$ cat src/rtl/sar_pkg.sv
// Shared definitions for the SAR conversion sequencer: FSM encoding,
// averaging-length mapping and accumulator sizing.
package sar_pkg;

  localparam int ACC_W = 11;

  localparam logic [2:0] ST_IDLE = 3'd0;
  localparam logic [2:0] ST_REQ  = 3'd1;
  localparam logic [2:0] ST_CONV = 3'd2;
  localparam logic [2:0] ST_PUSH = 3'd3;
  localparam logic [2:0] ST_WAIT = 3'd4;

  // Burst length N = 1, 2, 4, 8 for avg_sel = 0..3.
  function automatic logic [3:0] avg_n(input logic [1:0] sel);
    return 4'd1 << sel;
  endfunction

endpackage

$ cat src/rtl/sar_result_fifo.sv
// Result FIFO: pointer-pair FIFO with an extra wrap bit, head presented
// combinationally, simultaneous push/pop allowed when full.
module sar_result_fifo #(
  parameter int DEPTH = 4,
  parameter int WIDTH = 8
) (
  input  logic             clk,
  input  logic             rst,
  input  logic             wr_en,
  input  logic [WIDTH-1:0] wr_data,
  input  logic             rd_en,
  output logic [WIDTH-1:0] rd_data,
  output logic             empty,
  output logic             full
);

  localparam int AW = $clog2(DEPTH);

  logic [WIDTH-1:0] mem [DEPTH];
  logic [AW:0]      wptr;
  logic [AW:0]      rptr;
  logic             do_push;
  logic             do_pop;

  assign empty   = (wptr == rptr);
  assign full    = (wptr[AW] != rptr[AW]) && (wptr[AW-1:0] == rptr[AW-1:0]);
  assign do_pop  = rd_en && !empty;
  assign do_push = wr_en && (!full || do_pop);
  assign rd_data = empty ? '0 : mem[rptr[AW-1:0]];

  always_ff @(posedge clk) begin
    if (rst) begin
      wptr <= '0;
      rptr <= '0;
    end else begin
      if (do_push) wptr <= wptr + 1'b1;
      if (do_pop)  rptr <= rptr + 1'b1;
    end
  end

  // NOTE: storage is deliberately not reset; rd_data is forced to zero while
  // empty, so stale entries are never observable and the array stays plain RAM.
  always_ff @(posedge clk) begin
    if (do_push) mem[wptr[AW-1:0]] <= wr_data;
  end

endmodule

$ cat src/rtl/sar_sequencer.sv
// SAR conversion sequencer: issues go/sample handshakes, averages a burst of
// N results, pushes the average into a result FIFO, optionally re-triggers.
module sar_sequencer
  import sar_pkg::*;
#(
  parameter int FIFO_DEPTH = 4,
  parameter int TIMEOUT    = 64,
  parameter int PERIOD_W   = 16
) (
  input  logic                clk,
  input  logic                rst,
  input  logic                start,
  input  logic                cont,
  input  logic [PERIOD_W-1:0] period,
  input  logic [1:0]          avg_sel,
  output logic                go,
  input  logic                sample,
  input  logic                valid,
  input  logic [7:0]          result,
  input  logic                rd_en,
  output logic [7:0]          rd_data,
  output logic                rd_empty,
  output logic                fifo_full,
  output logic                overflow,
  output logic                timeout_err,
  output logic                busy
);

  localparam int                TO_W    = $clog2(TIMEOUT) + 1;
  localparam logic [TO_W-1:0]   TO_LAST = TO_W'(TIMEOUT - 1);

  logic [2:0]          state;
  logic [2:0]          state_n;
  logic [ACC_W-1:0]    acc;
  logic [3:0]          cnt;
  logic [1:0]          sel_q;
  logic [TO_W-1:0]     tcnt;
  logic [PERIOD_W-1:0] wcnt;
  logic                begin_burst;
  logic                to_hit;
  logic                last_conv;
  logic                wait_done;
  logic                push;
  logic [7:0]          push_data;

  assign go        = (state == ST_REQ);
  assign busy      = (state != ST_IDLE);
  assign push      = (state == ST_PUSH);
  assign push_data = 8'(acc >> sel_q);
  assign to_hit    = (tcnt == TO_LAST);
  assign last_conv = ((cnt + 4'd1) == avg_n(sel_q));
  assign wait_done = (wcnt == period - PERIOD_W'(1));

  always_comb begin
    // NOTE: every output of this block is given a default first so no path
    // leaves it unassigned, which would otherwise infer a latch.
    state_n     = state;
    begin_burst = 1'b0;
    case (state)
      ST_IDLE: if (start) begin_burst = 1'b1;
      ST_REQ: begin
        if (to_hit)      state_n = ST_IDLE;
        else if (sample) state_n = ST_CONV;
      end
      ST_CONV: begin
        if (valid)       state_n = last_conv ? ST_PUSH : ST_REQ;
        else if (to_hit) state_n = ST_IDLE;
      end
      ST_PUSH: begin
        if (!cont)              state_n = ST_IDLE;
        else if (period == '0) begin_burst = 1'b1;
        else                    state_n = ST_WAIT;
      end
      ST_WAIT: begin
        if (!cont)          state_n = ST_IDLE;
        else if (wait_done) begin_burst = 1'b1;
      end
      default: state_n = ST_IDLE;
    endcase
    if (begin_burst) state_n = ST_REQ;
  end

  // NOTE: all registered state uses non-blocking assignments so every flop
  // samples pre-edge values regardless of statement order.
  always_ff @(posedge clk) begin
    if (rst) begin
      state       <= ST_IDLE;
      acc         <= '0;
      cnt         <= '0;
      sel_q       <= '0;
      tcnt        <= '0;
      wcnt        <= '0;
      overflow    <= 1'b0;
      timeout_err <= 1'b0;
    end else begin
      state <= state_n;
      wcnt  <= (state == ST_WAIT) ? wcnt + PERIOD_W'(1) : '0;

      // avg_sel is latched once per burst so mid-burst changes cannot skew N.
      if (begin_burst) begin
        acc   <= '0;
        cnt   <= '0;
        tcnt  <= '0;
        sel_q <= avg_sel;
      end else if (state == ST_CONV && valid) begin
        acc  <= acc + {3'b000, result};
        cnt  <= cnt + 4'd1;
        tcnt <= '0;
      end else if (state == ST_REQ || state == ST_CONV) begin
        tcnt <= tcnt + TO_W'(1);
      end

      if ((state == ST_REQ || (state == ST_CONV && !valid)) && to_hit)
        timeout_err <= 1'b1;
      if (push && fifo_full && !rd_en)
        overflow <= 1'b1;
    end
  end

  sar_result_fifo #(
    .DEPTH (FIFO_DEPTH),
    .WIDTH (8)
  ) u_fifo (
    .clk     (clk),
    .rst     (rst),
    .wr_en   (push),
    .wr_data (push_data),
    .rd_en   (rd_en),
    .rd_data (rd_data),
    .empty   (rd_empty),
    .full    (fifo_full)
  );

endmodule

$ cat config.mk
export PLATFORM = sky130hd
export DESIGN_NAME = sar_sequencer
export DESIGN_NICKNAME = d
export VERILOG_FILES = /design/src/rtl/sar_pkg.sv /design/src/rtl/sar_result_fifo.sv /design/src/rtl/sar_sequencer.sv
export SDC_FILE = /design/constraint.sdc
export NUM_CORES = 1
export LEC_CHECK = 0
export BUFFER_PORTS_ARGS = -buffer_cell sky130_fd_sc_hd__buf_4
export CORE_MARGIN = 2
export CORE_UTILIZATION = 50
export DETAILED_ROUTE_END_ITERATION = 12
export GPL_TIMING_DRIVEN = 0
export PLACE_DENSITY_LB_ADDON = 0.25
export SYNTH_ARGS = -nofsm -noshare
export SYNTH_HDL_FRONTEND = slang
export SYNTH_SLANG_ARGS = --single-unit
$ cat constraint.sdc
create_clock -name clk -period 4.19 [get_ports clk]
set_input_delay 1.257 -clock clk [delete_from_list [all_inputs] [get_ports clk]]
set_output_delay 1.257 -clock clk [all_outputs]
set_load 0.005 [all_outputs]
# Word-level counts from Yosys, hierarchy flattened

Memory sizes are Yosys's and may differ from the RTL's. A register that Yosys moved wholly into a read port is not among the register bits.
Index checks and enable logic that the tools add are counted.

Flip-flop bits (word level): 51
RAM bits: 32
Memories kept: 1

Add/subtract/negate cells: 7
Equality and inequality tests: 19
Shift-type cells: 2
Muxes and demuxes: 21
Bitwise logic cells: 2
Reductions and logical operators: 23

Memory list:

| memory     | words | bits a word | rd ports | clocked after memory_dff | write ports | RTL line              | source |
|---|---|---|---|---|---|---|---|
| u_fifo.mem | 4     | 8           | 1        | 1                        | 1           | sar_result_fifo.sv:19 | `logic [WIDTH-1:0] mem [DEPTH];` |

Operator list:

| kind                  | number |
|---|---|
| $mux 3                | 7 |
| $add 16x1->16 const B | 1 |
| $eq 16x16->1          | 1 |
| $logic_not 16->1      | 1 |
| $sub 16x1->16 const B | 1 |
| $pmux 3 s5            | 1 |
| $add 11x8->11         | 1 |
| $shr 11x2->8          | 1 |
| $reduce_and 5->1      | 2 |
| $ne 3x3->1 const B    | 3 |
| $logic_and 1x1->1     | 8 |
| $mux 1                | 8 |
| $mux 8                | 1 |
| $ne 4x4->1 const B    | 2 |
| $add 7x1->7 const B   | 1 |
| $eq 7x6->1 const B    | 1 |
| $add 3x1->3 const B   | 2 |
| $eq 3x2->1 const B    | 2 |
| $mux 2                | 3 |
| $add 4x1->4 const B   | 1 |
| $eq 4x4->1            | 1 |
| $logic_not 1->1       | 4 |
| $ne 2x2->1 const B    | 2 |
| $ne 4x1->1 const B    | 1 |
| other kinds (14)      | 18 |

# Depth between registers and ports, before layout

Depth after elaboration: 7
Gate-level depth with buffers: 12
Depth with buffers taken out: 10

# Modules after synthesis

A second synthesis with hierarchy kept.

Cell total of the unflattened synthesis: 467
Area, all modules: 4774.6 um^2

By module, submodules not included:

| module          | instances | cells an instance | area an instance (um^2) |
|---|---|---|---|
| sar_sequencer   | 1         | 363               | 3066.7 |
| sar_result_fifo | 1         | 104               | 1707.9 |

# Worst setup path before layout

No wires, ideal clock.

Path type: input to register
Start point: in period[0]
End point: reg acc[9]
Arrival time: 3.348 ns
Required time: 4.068 ns
Slack: 0.720 ns
Cell stages on the path: 12
Path buffers: 3
Cell sequence: inv_1 ha_1 nor2b_1 clkbuf_1 a31oi_1 or3_1 or4_1 nor4_2 or3_1 buf_6 buf_8 a21oi_1

Longest elaborated chain between the ends: 6
Elaborated cells between the ends (all ways): 9
Those cells by class: add/sub (1); eq/ne (1); mux (5); reduce/logical (2)

RTL lines:

| what                               | RTL line             | source |
|---|---|---|
| start, declared                    | sar_sequencer.sv:14  | `input logic [PERIOD_W-1:0] period,` |
| $sub 16x1->16                      | sar_sequencer.sv:52  | `assign wait_done = (wcnt == period - PERIOD_W'(1));` |
| $eq 16x16->1                       | sar_sequencer.sv:52  |  |
| $mux 1                             | sar_sequencer.sv:76  | `else if (wait_done) begin_burst = 1'b1;` |
| $mux 1                             | sar_sequencer.sv:75  | `if (!cont) state_n = ST_IDLE;` |
| $pmux 1 s3 *                       | sar_sequencer.sv:59  | `case (state)` |
| $reduce_or 2->1 (no source line) * | n/a                  |  |
| end signal, assigned               | sar_sequencer.sv:106 | `acc <= acc + {3'b000, result};` |
| end, declared                      | sar_sequencer.sv:34  | `logic [ACC_W-1:0] acc;` |

Mark *: on every way between the ends. The rest lies on a longest branch, timed or not.
A chain may end at the register's enable or synchronous reset.

# Final worst setup path

Ends and elaborated chain as after synthesis.

==> flow_metrics.tcl <==
set metrics [dict create \
    synthTopCellsByArea "dfxtp_1, edfxtp_1, mux4_2, xor2_1, xnor2_1" \
    finalHoldViolCount 0 \
    grt_antenna_before_repair 0 \
    postCtsSetupBuffers 0 \
    maxCapViolations 0 \
    layout.area.seq_um2 2020 \
    status "finished, final reports clean" \
    nets 560 \
    maxSlewViolCount 0 \
    drive_gt1_share_pct 16.3 \
    io_buffers 44 \
    clock_latency_ns 0.36 \
    relSlewSlack_pct 52.4 \
    synth.distinct_cells 50 \
    timing.setup.critical_path_class "in2reg" \
    dieHeight_um 99.8 \
    synth_edf_count 32 \
    holdCritPathClass "reg2reg" \
    multiInputGateArea_um2 2430 \
    cp_data_arrival_time_ns 3.84 \
    hold_depth 2 \
    vias_per_cell 5.53 \
    fin_skew_ns 0.0180 \
    ant_nets 0 \
    cts_buffers 9 \
    dpl.cell_count 606 \
    track_usage_pct 19.3 \
    leakage_nw 1.96 \
    syn_inst 454 \
    cts.clk_slew.worst_paths_ns 0.08 \
    clockRootBuffer "clkbuf_8" \
    place_congestion 0.773 \
    drc 0 \
    cp_max_fo 10 \
    yosysTopAreaCellShare_pct 23.1 \
    p_per_area_nw_per_um2 307 \
    cts_resized 0 \
    initial_core_util_pct 52.1 \
    rr_worst_depth 9 \
    area_growth_pct 14.5 \
    finalCriticalPeriod_ns 3.61 \
    place_hpwl_um 6970 \
    yosys_warnings 0 \
    async_flop_share_pct 0 \
    top_usage_layer "met2" \
    synthesis.nets 505 \
    mostFrequentLayoutCell "nor2_1" \
    peakVddDrop_mv 0.179 \
    rows 34 \
    wl_per_cell_um 14.5 \
    grt_pass1_wl_um 15400 \
    antenna_cells 0 \
    core-area_um2 8810 \
    stdcell_count 622 \
    setup_ws_ns 0.580 \
    ys.flop_type "dfxtp_1" \
    ys_seq_area_share_pct 44.0 \
    drtIter0Drc 102 \
    fillers 760 \
    required_ns 4.43 \
    routed_wl_um 9050 \
    final_util_pct 59.7 \
    grtUsageMet2_pct 33.3 \
    use_met1_pct 24.8 \
    dieArea_um2 9970 \
    drt_first_pass_iters 4 \
    ys_ff_latch 85 \
    grt_max_degree 19 \
    fmax_mhz 277 \
    setup_viol_count_final 0 \
    top_level_ports 47 \
    clk_path_buf_depth 2 \
    htree_levels 3 \
    postCtsHoldBufs 0 \
    grt_overflow_total 0 \
    pre_cts_ws_ns 0.227 \
    cts_tree "yes" \
    crit_path_start_kind "primary input" \
    final_cell_mix "nor2_1, dfxtp_1, buf_4" \
    met3_usage_pct 3.83 \
    cts.sinks 85 \
    avgSynthCellArea_um2 10.1 \
    worst_slew_pin_slew_ns 0.713 \
    die_x_um 99.8 \
    fin_tns_setup_ns 0 \
    netlist.top_cell.by_area "dfxtp_1" \
    endpoint_kind "flip-flop" \
    first_global_vias 3386 \
    rsz0062_at_grt "false" \
    synth_area_um2 4590 \
    fin_crit_sh_pct 86.2 \
    route.vias.total 3440 \
]
-- cells in the mapped netlist, types with 3 or more instances --
cell	count
xor2_1	31
nor2_1	55
nand2_1	28
nor3b_1	3
or4_1	3
inv_1	16
mux2i_1	3
nand3_1	17
a31oi_1	4
nand2b_1	6
and2_1	5
xnor2_1	29
nor4_1	3
mux4_2	16
ha_1	17
and3_1	6
o21ai_0	12
dfxtp_1	53
nand4_1	12
nand3b_1	3
nor2b_1	13
or3_1	8
clkbuf_1	13
a21o_1	3
a21oi_1	26
edfxtp_1	32
nor3_1	9
-- cell families after synthesis --
kind of cell             synth area share (%)
flip-flops                               44.0
XOR/XNOR                                 11.4
buffers and inverters                    3.13
AND/OR/NAND/NOR                          19.4
AO/OA/AOI/OAI                            8.39
multiplexers                             8.50
adder cells (fa/ha/maj)                  5.07
-- power by group --
part	switching [mW]	leakage (nW)	internal [mW]
Clock	0.331	0.0985	0.236
Combinational	0.0904	1.12	0.0852
Sequential	0.0109	0.745	0.861
-- area by class of cell --
type,count,share of cell area [%]
clock inverter,7,1.43
clock buffer,9,2.36
sequential,85,38.5
multi-input combinational,336,46.2
timing repair buffer,44,6.28
buffer,17,1.59
tap,108,2.57
inverter,16,1.14
-- worst max-delay path, stage by stage --
cell	delay [ns]
buf_4	0.12
inv_1	0.05
ha_1	0.18
nor2b_1	0.14
clkbuf_1	0.30
a31oi_1	0.12
or3_1	0.32
or4_1	0.45
nor4_2	0.38
or3_1	0.19
buf_6	0.15
buf_8	0.14
a21oi_1	0.04
-- sequential cells by signal, indices dropped and copies added (netlist names), named ones only --
register,count
u_fifo.wptr,3
timeout_err,1
wcnt,16
state,3
cnt,4
acc,11
sel_q,2
u_fifo.mem,32
tcnt,7
overflow,1
u_fifo.rptr,3
-- per-stage QoR --
stage                     hold WS (ns)  cell area, um^2  power, mW
final                            0.485             5260       1.61
after global placement           0.467             5060       1.06
after global routing             0.504             5260       1.68
after detailed placement         0.472             5060       1.07
after CTS                        0.484             5260       1.63
after floorplan                  0.448             4590       1.00
-- layer usage --
layer	up-vias	wire (um)	share of wire (%)
met3	5	304	3.4
met1	1637	4240	47
met5	-	0	0
met2	55	4440	49
met4	0	68	0.75
li1	1743	-	-
-- final timing paths --
| check | startpoint | endpoint | slack [ns] |
|---|---|---|---|
| worst max-delay path | period[0] | acc[9] | 0.58 |
| worst max register to register | state[2] | acc[9] | 1.52 |
| worst min register to register | cnt[1] | cnt[1] | 0.49 |
| worst min-delay path | cnt[1] | cnt[1] | 0.49 |
No activity file was read; power rests on OpenSTA's default activity.
